File: src/rtl/overflow_burst_accum.sv
// Burst accumulator behind the signed adder stage: sums LEN samples with signed
// saturation, counts overflows and hands one result downstream via valid/ready.
// Optional feature macro: OVF_BURST_REPAIR_EN (clamp overflowed samples before adding).
module overflow_burst_accum #(
  parameter int WIDTH     = 8,
  parameter int CNT_W     = 4,
  parameter int OVF_CNT_W = 8
) (
  input  logic                 clk,
  input  logic                 reset,
  input  logic                 start,
  input  logic [CNT_W-1:0]     len,
  input  logic                 in_valid,
  output logic                 in_ready,
  input  logic [WIDTH-1:0]     s,
  input  logic                 overflow,
  output logic                 out_valid,
  input  logic                 out_ready,
  output logic [WIDTH-1:0]     acc,
  output logic                 sat,
  output logic [OVF_CNT_W-1:0] ovf_count,
  output logic                 busy,
  output logic [1:0]           state_dbg
);

  // Handshakes: a transfer happens on a rising edge where valid & ready are both
  // high; valid never depends on ready, and results stay frozen while valid waits.

  typedef enum logic [1:0] {
    IDLE = 2'd0,
    RUN  = 2'd1,
    DONE = 2'd2
  } state_t;

  localparam logic [WIDTH-1:0] POS_MAX = {1'b0, {(WIDTH-1){1'b1}}};
  localparam logic [WIDTH-1:0] NEG_MIN = {1'b1, {(WIDTH-1){1'b0}}};

  state_t               state, state_n;
  logic [CNT_W-1:0]     remaining;
  logic                 accept;
  logic [WIDTH-1:0]     eff_s;
  logic [WIDTH:0]       sum_ext;
  logic [WIDTH-1:0]     sum_sat;
  logic                 clamp;

  assign accept = in_valid && in_ready;

`ifdef OVF_BURST_REPAIR_EN
  // A set MSB on an overflowed sum means the true result was positive.
  always_comb begin
    eff_s = s;
    if (overflow) eff_s = s[WIDTH-1] ? POS_MAX : NEG_MIN;
  end
`else
  assign eff_s = s;
`endif

  always_comb begin
    sum_ext = {acc[WIDTH-1], acc} + {eff_s[WIDTH-1], eff_s};
    sum_sat = sum_ext[WIDTH-1:0];
    clamp   = 1'b0;
    if (sum_ext[WIDTH] != sum_ext[WIDTH-1]) begin
      clamp   = 1'b1;
      sum_sat = sum_ext[WIDTH] ? NEG_MIN : POS_MAX;
    end
  end

  always_comb begin
    state_n   = state;
    in_ready  = 1'b0;
    out_valid = 1'b0;
    busy      = 1'b0;
    case (state)
      IDLE: begin
        if (start) state_n = (len == '0) ? DONE : RUN;
      end
      RUN: begin
        in_ready = 1'b1;
        busy     = 1'b1;
        if (accept && remaining == CNT_W'(1)) state_n = DONE;
      end
      DONE: begin
        out_valid = 1'b1;
        busy      = 1'b1;
        if (out_ready) state_n = IDLE;
      end
      default: state_n = IDLE;
    endcase
  end

  always_ff @(posedge clk) begin
    if (reset) begin
      state     <= IDLE;
      remaining <= '0;
      acc       <= '0;
      sat       <= 1'b0;
      ovf_count <= '0;
    end else begin
      state <= state_n;
      if (state == IDLE && start) begin
        remaining <= len;
        acc       <= '0;
        sat       <= 1'b0;
        ovf_count <= '0;
      end else if (accept) begin
        acc       <= sum_sat;
        sat       <= sat | clamp;
        remaining <= remaining - CNT_W'(1);
        if (overflow && ovf_count != {OVF_CNT_W{1'b1}})
          ovf_count <= ovf_count + OVF_CNT_W'(1);
      end
    end
  end

  assign state_dbg = state;

endmodule
File: config.mk
export PLATFORM = sky130hd
export DESIGN_NAME = overflow_burst_accum
export DESIGN_NICKNAME = d
export VERILOG_FILES = /design/src/rtl/overflow_burst_accum.sv
export SDC_FILE = /design/constraint.sdc
export NUM_CORES = 1
export LEC_CHECK = 0
export BUFFER_PORTS_ARGS = -buffer_cell sky130_fd_sc_hd__buf_2
export CAP_MARGIN = 20
export CORE_MARGIN = 5
export CORE_UTILIZATION = 40
export CTS_CLUSTER_DIAMETER = 120
export DETAILED_ROUTE_END_ITERATION = 8
export PLACE_DENSITY = 0.6
export SETUP_SLACK_MARGIN = 0.05
export SLEW_MARGIN = 20
export SYNTH_ARGS = -nofsm -noshare
export SYNTH_HDL_FRONTEND = slang
export SYNTH_SLANG_ARGS = --single-unit
File: constraint.sdc
create_clock -name clk -period 2.6 [get_ports clk]
set_input_delay 0 -clock clk [delete_from_list [all_inputs] [get_ports clk]]
set_output_delay 0 -clock clk [all_outputs]
set_load 0.005 [all_outputs]
==> key figures, run 1 <==
Pwr
  • Lkg Pwr: 0.825 nW
  • Peak VDD IR: 430 uV
  • Pwr per Cell Area: 656 mW/mm2

Placed design
  • I/O Buffers: 39
  • Pre-CTS setup slack: 0.278 ns
  • Placer Congestion: 0.807
  • Hpwl dp: 2930 um

Critical path
  • CP Capture Type: flop
  • R2R cell count: 9
  • Critical path type: flop to flop
  • R2r setup slk: between 0.2 and 0.3 ns
  • Reg2Reg Launch Point: acc[0]
  • Setup crit start: acc[0]
  • Arr. time, crit path: 2.54 ns
  • Critical path startpoint category: flop
  • Crit path required time: approximately 2.8 ns
  • Max Fanout on Critical Path: 6
  • Reg-to-Reg End: acc[3]

Timing
  • Slew @ Worst Pin: about 0.66 ns
  • Max-slew violations: 0
  • Fin Hold WS: 0.00895 ns
  • # setup viols final: 0
  • Fmax: 0.426 GHz
  • Worst Setup Slack, final: 0.252 ns
  • Slew Limit Headroom: 56.2%
  • Clk_skew: 0.00727 ns
  • Tcrit/Tclk final: 90.3%
  • Aggregate negative setup slack: 0 ns
  • Final Hold Viols: 0
  • Final min period: ~2.3 ns
  • Unrepaired setup endpoints after global routing: false

Clocking
  • Clock root buffer: clkbuf_8
  • CTS resizes: 0
  • TritonCTS buffer count: 3
  • Clk slew on worst S/H paths: approximately 0.090 ns
  • TritonCTS clock tree: done
  • Bufs on Longest Clock Path: 2
  • Clk Latency, worst-skew pair: 0.26 ns
  • H-Tree Depth: 1
  • Clk sinks: 23

Cells and area
  • Area delta synth->final: 18.8%
  • Commonest non-fill, non-tap cell in the layout: buf_2
  • Reg area: 460 um2
  • Share of post-route cells with drive strength above 1: roughly a quarter
  • Layout net count: 265
  • Multi-input logic area: 0.00107 mm2
  • Fin util: approximately half
  • Fillcell total: 398
  • N_diodes: 0
  • Most frequent cells in the layout: buf_2, dfxtp_1, nor2_1

Routing
  • WL per Instance: roughly 13 um
  • Routed via count: 1482
  • Post-route ant nets: 0
  • DR iter-0 viols: 47
  • Total length of routed wires: 3680 um
  • TritonRoute pass-1 iters: 4
  • Routed vias/inst: 5.27
  • DRC errors left: 0

Worst hold path
  • Hold Path Class: input pin to flop
  • Hold Crit Endpoint: remaining[1]
  • Hold path depth: 3
  • HP Start: len[1]

GRT
  • First-pass GRT wire length: 5980 um
  • Largest net degree at the start of global routing: 16
  • Gr usage total: ~14%
  • Overflow after GRT: 0
  • Initial antenna violation count: 0
  • Vias in the first global route: 1297

Logic synthesis
  • Synth Area per Inst: 8.52 um2
  • Register area share after synthesis: 28.4%
  • Synthesized Nets: 223
  • Post-synth EDFFs: 0
  • Synth Cell Area: 0.00162 mm2
  • Cells after Synth: 190
  • Asr flop ratio synth: 0%
  • Primary FF master, synth: dfxtp_1
  • Yosys cell types: 48
  • Post-synthesis register bit count: 23
  • Synth warn: 0

Die
  • Initial Util: 40.8%
  • # rows: 23
  • Die area: 0.00542 mm2
  • # IOs: 40
  • Core area: 0.00397 mm2
  • Die width: about 74 um
  • Die Height: between 70 and 80 um

Status
  • Status: complete, no violations

Run
  • Max-cap viol count: 0
-- what timing repair did --
action                                 in CTS  in global routing
setup buffers                               0                  0
hold buffers                                1                  0
endpoints found under the hold margin       1                  0
-- worst max-delay path by stage --
stage          endpoint  cells after the start
2_1_floorplan    acc[6]                      9
3_3_place_gp     acc[3]                      9
3_5_place_dp     acc[4]                      9
4_1_cts          acc[4]                      9
5_1_grt          acc[4]                      9
6_report         acc[3]                      9
-- per-layer routing --
metal  GRT usage (%)  routed length (um)  up-vias
met1            20.1                1740      674
met3            1.78                 189        2
met4            4.23                  23        0
met2            21.2                1730       29
li1                -                   -      777
met5               0                   0        -
-- final cells by class --
type	instances	area share [%]
multi-input combinational	147	55.8
sequential	23	23.9
timing repair buffer	43	11.8
tap	50	3.25
inverter	14	2.73
clock buffer	3	2.15
clock inverter	1	0.260
-- cells in the mapped netlist, drive strengths merged, types with 3 or more instances --
cell type / n / area share, %
xnor2: 8 / 4.3
nand3: 9 / 3.4
nand2b: 3 / 1.2
nor3: 5 / 1.5
nor2: 18 / 4.2
a31oi: 3 / 1.2
or3: 3 / 1.5
nand2: 12 / 2.8
a211oi: 9 / 4.8
o211ai: 7 / 4.5
a21o: 3 / 1.9
inv: 14 / 3.2
ha: 14 / 11
a21oi: 15 / 4.9
dfxtp: 23 / 28
clkbuf: 4 / 1.0
xor2: 3 / 1.6
o21ai: 11 / 3.4
-- state kept, by name, indices dropped and copies added, names as in the netlist --
register,cells
sat,1
state_dbg,2
acc,8
ovf_count,8
remaining,4
-- where the power goes --
part / switching (mW) / internal (mW) / leakage (nW)
sequential: 0.0457 / 0.404 / 0.187
clock: 0.116 / 0.107 / 0.0255
combinational: 0.341 / 0.249 / 0.613
-- per-stage QoR --
step                power [mW]  area (um2)  cells
floorplan                0.885        1620    190
global placement          1.05        1870    276
detailed placement        1.05        1870    276
CTS                       1.28        1920    281
global route              1.37        1920    281
finish                    1.26        1920    281
-- kinds of logic (layout without fill, tap and decap cells) --
| family | after synthesis | in the layout | synth area share (%) |
|---|---|---|---|
| simple gates | 62 | 62 | 19.9 |
| mux | 1 | 1 | 0.618 |
| compound gates | 58 | 58 | 27.8 |
| xor+xnor | 11 | 11 | 5.95 |
| buf+inv | 20 | 61 | 5.25 |
| fa+ha+maj | 15 | 15 | 12.1 |
| flops | 23 | 23 | 28.4 |
-- worst max-delay path: stages, from the launching register on --
cell and delay [ns]:
dfxtp_1 0.37, ha_1 0.21, inv_1 0.07, fa_1 0.38, nand2b_1 0.19, a211o_1 0.33
a21oi_2 0.30, buf_4 0.22, a21oi_1 0.07, a21oi_1 0.15
(Power assumes the default switching activity.)
==> run 2: changes to the inputs <==
==> constraint.sdc (replaced) <==
create_clock -name clk -period 3.04 [get_ports clk]
set_input_delay 0 -clock clk [delete_from_list [all_inputs] [get_ports clk]]
set_output_delay 0 -clock clk [all_outputs]
set_load 0.005 [all_outputs]
==> key figures, run 2 (synthesis results as in run 1) <==
Routing
  • DR iter-0 viols: between 50 and 60
  • Total length of routed wires: 3600 um
  • Routed vias/inst: approximately 5.4
  • TritonRoute pass-1 iters: 4
  • Routed via count: 1524
  • Post-route ant nets: 0
  • WL per Instance: 12.9 um
  • DRC errors left: 0

Timing
  • Clk_skew: between 0.0008 and 0.0009 ns
  • Fmax: approximately 0.42 GHz
  • Aggregate negative setup slack: 0 ns
  • Max-slew violations: 0
  • Final min period: 2.41 ns
  • # setup viols final: 0
  • Final Hold Viols: 0
  • Unrepaired setup endpoints after global routing: false
  • Slew Limit Headroom: 56.0%
  • Tcrit/Tclk final: 79.2%
  • Slew @ Worst Pin: 0.659 ns

Critical path
  • R2R cell count: 9
  • Critical path startpoint category: flop
  • Reg-to-Reg End: sat
  • Critical Path, Cell by Cell: ha_1 > inv_1 > fa_1 > nand2b_1 > a211o_1 > a21oi_2 > buf_4 > nand3_1 > a31oi_1
  • Worst path max stage delay: a little under 0.4 ns
  • R2r setup slk: 0.63 ns
  • Crit path required time: 3.23 ns
  • CP Capture Type: flop
  • Reg2Reg Launch Point: acc[0]
  • Critical path type: flop to flop
  • CP max stage cell: fa_1
  • Max Fanout on Critical Path: 6
  • Arr. time, crit path: 2.60 ns

GRT
  • Gr usage total: 14.2%
  • First-pass GRT wire length: 6150 um
  • Initial antenna violation count: 0
  • Vias in the first global route: 1355
  • Largest net degree at the start of global routing: 17
  • Overflow after GRT: 0

Placed design
  • Placer Congestion: 0.801
  • I/O Buffers: 39
  • Hpwl dp: about 2800 um

Worst hold path
  • Hold Path Class: input pin to flop
  • Hold Crit Endpoint: remaining[1]
  • Hold path depth: 3
  • HP Start: len[1]

Cells and area
  • N_diodes: 0
  • Area delta synth->final: 18.3%
  • Multi-input logic area: ~0.0011 mm2
  • Fillcell total: 414
  • Share of post-route cells with drive strength above 1: 26.1%
  • Layout net count: between 200 and 300
  • Reg area: roughly 460 um2
  • Biggest regs: acc: 8 flops, ovf_count: 8 flops, remaining: 4 flops
  • Most frequent cells in the layout: buf_2, dfxtp_1, nor2_1
  • Commonest non-fill, non-tap cell in the layout: buf_2

Pwr
  • Lkg Pwr: 0.821 nW
  • Pwr per Cell Area: 562 mW/mm2
  • Peak VDD IR: about 400 uV
  • Pwr Total: 1.08 mW

Die
  • # rows: 23
  • Die area: ~0.0054 mm2
  • # IOs: 40
  • Die Height: roughly 74 um
  • Core area: 0.00397 mm2
  • Die width: 73.6 um
  • Initial Util: about two fifths

Clocking
  • TritonCTS buffer count: 3
  • Clock root buffer: clkbuf_8
  • CTS resizes: 0
  • TritonCTS clock tree: done
  • H-Tree Depth: 1
  • Clk slew on worst S/H paths: around 0.080 ns
  • Clk Latency, worst-skew pair: between 0.2 and 0.3 ns
  • Clk sinks: 23
  • Bufs on Longest Clock Path: 2

Status
  • Status: complete, no violations

Run
  • Max-cap viol count: 0
run 2: changes by cell type in the layout (fill, tap and decap cells not counted):
cell	delta
buf_4	-1
run 2: how the worst max path moves through the flow:
stage	from	end	slack, ns
2_1_floorplan	acc[0]	acc[6]	0.94
3_3_place_gp	acc[0]	sat	0.68
3_5_place_dp	acc[0]	sat	0.66
4_1_cts	acc[0]	sat	0.63
5_1_grt	acc[0]	sat	0.48
6_report	acc[0]	sat	0.63
run 2: per-stage QoR:
stage,instances,area [um2],utilization [%],hold slack [ns],setup WS (ns)
floorplan,190,1620,-,0.148,0.938
detailed placement,275,1860,46.8,0.277,0.658
CTS,280,1920,48.2,0.00521,0.631
global route,280,1920,48.2,0.0193,0.483
global placement,275,1860,46.8,0.277,0.677
finish,280,1920,48.2,0.00488,0.632
run 2: power by group:
| group | internal, mW | switching [mW] |
|---|---|---|
| combinational | 0.210 | 0.290 |
| clock | 0.0914 | 0.100 |
| sequential | 0.345 | 0.0391 |
| total | 0.646 | 0.429 |
run 2: area by class of cell:
| class | instances | area share, % |
|---|---|---|
| Sequential cell | 23 | 24.0 |
| Tap cell | 50 | 3.27 |
| Clock buffer | 3 | 2.16 |
| Inverter | 14 | 2.74 |
| Timing Repair Buffer | 42 | 11.5 |
| Multi-Input combinational cell | 147 | 56.0 |
| Clock inverter | 1 | 0.261 |
run 2: worst max-delay path: cells and delay by family (launching register included):
kind / cells / cell delay (ns)
flops: 1 / 0.35
buf+inv: 2 / 0.29
simple gates: 2 / 0.29
fa+ha+maj: 2 / 0.61
compound gates: 3 / 0.81
run 2: repair_timing:
action                                 4_1_cts  5_1_grt
endpoints found under the hold margin        5        0
hold buffers                                 1        0
buffers inserted                             0        0
run 2: metal layers:
layer / global-route usage, % / up-vias / routed length [um]
li1: - / 776 / -
met1: 20.3 / 707 / 1740
met2: 22.0 / 39 / 1650
met3: 2.05 / 2 / 186
met4: 4.23 / 0 / 17
met5: 0 / - / 0
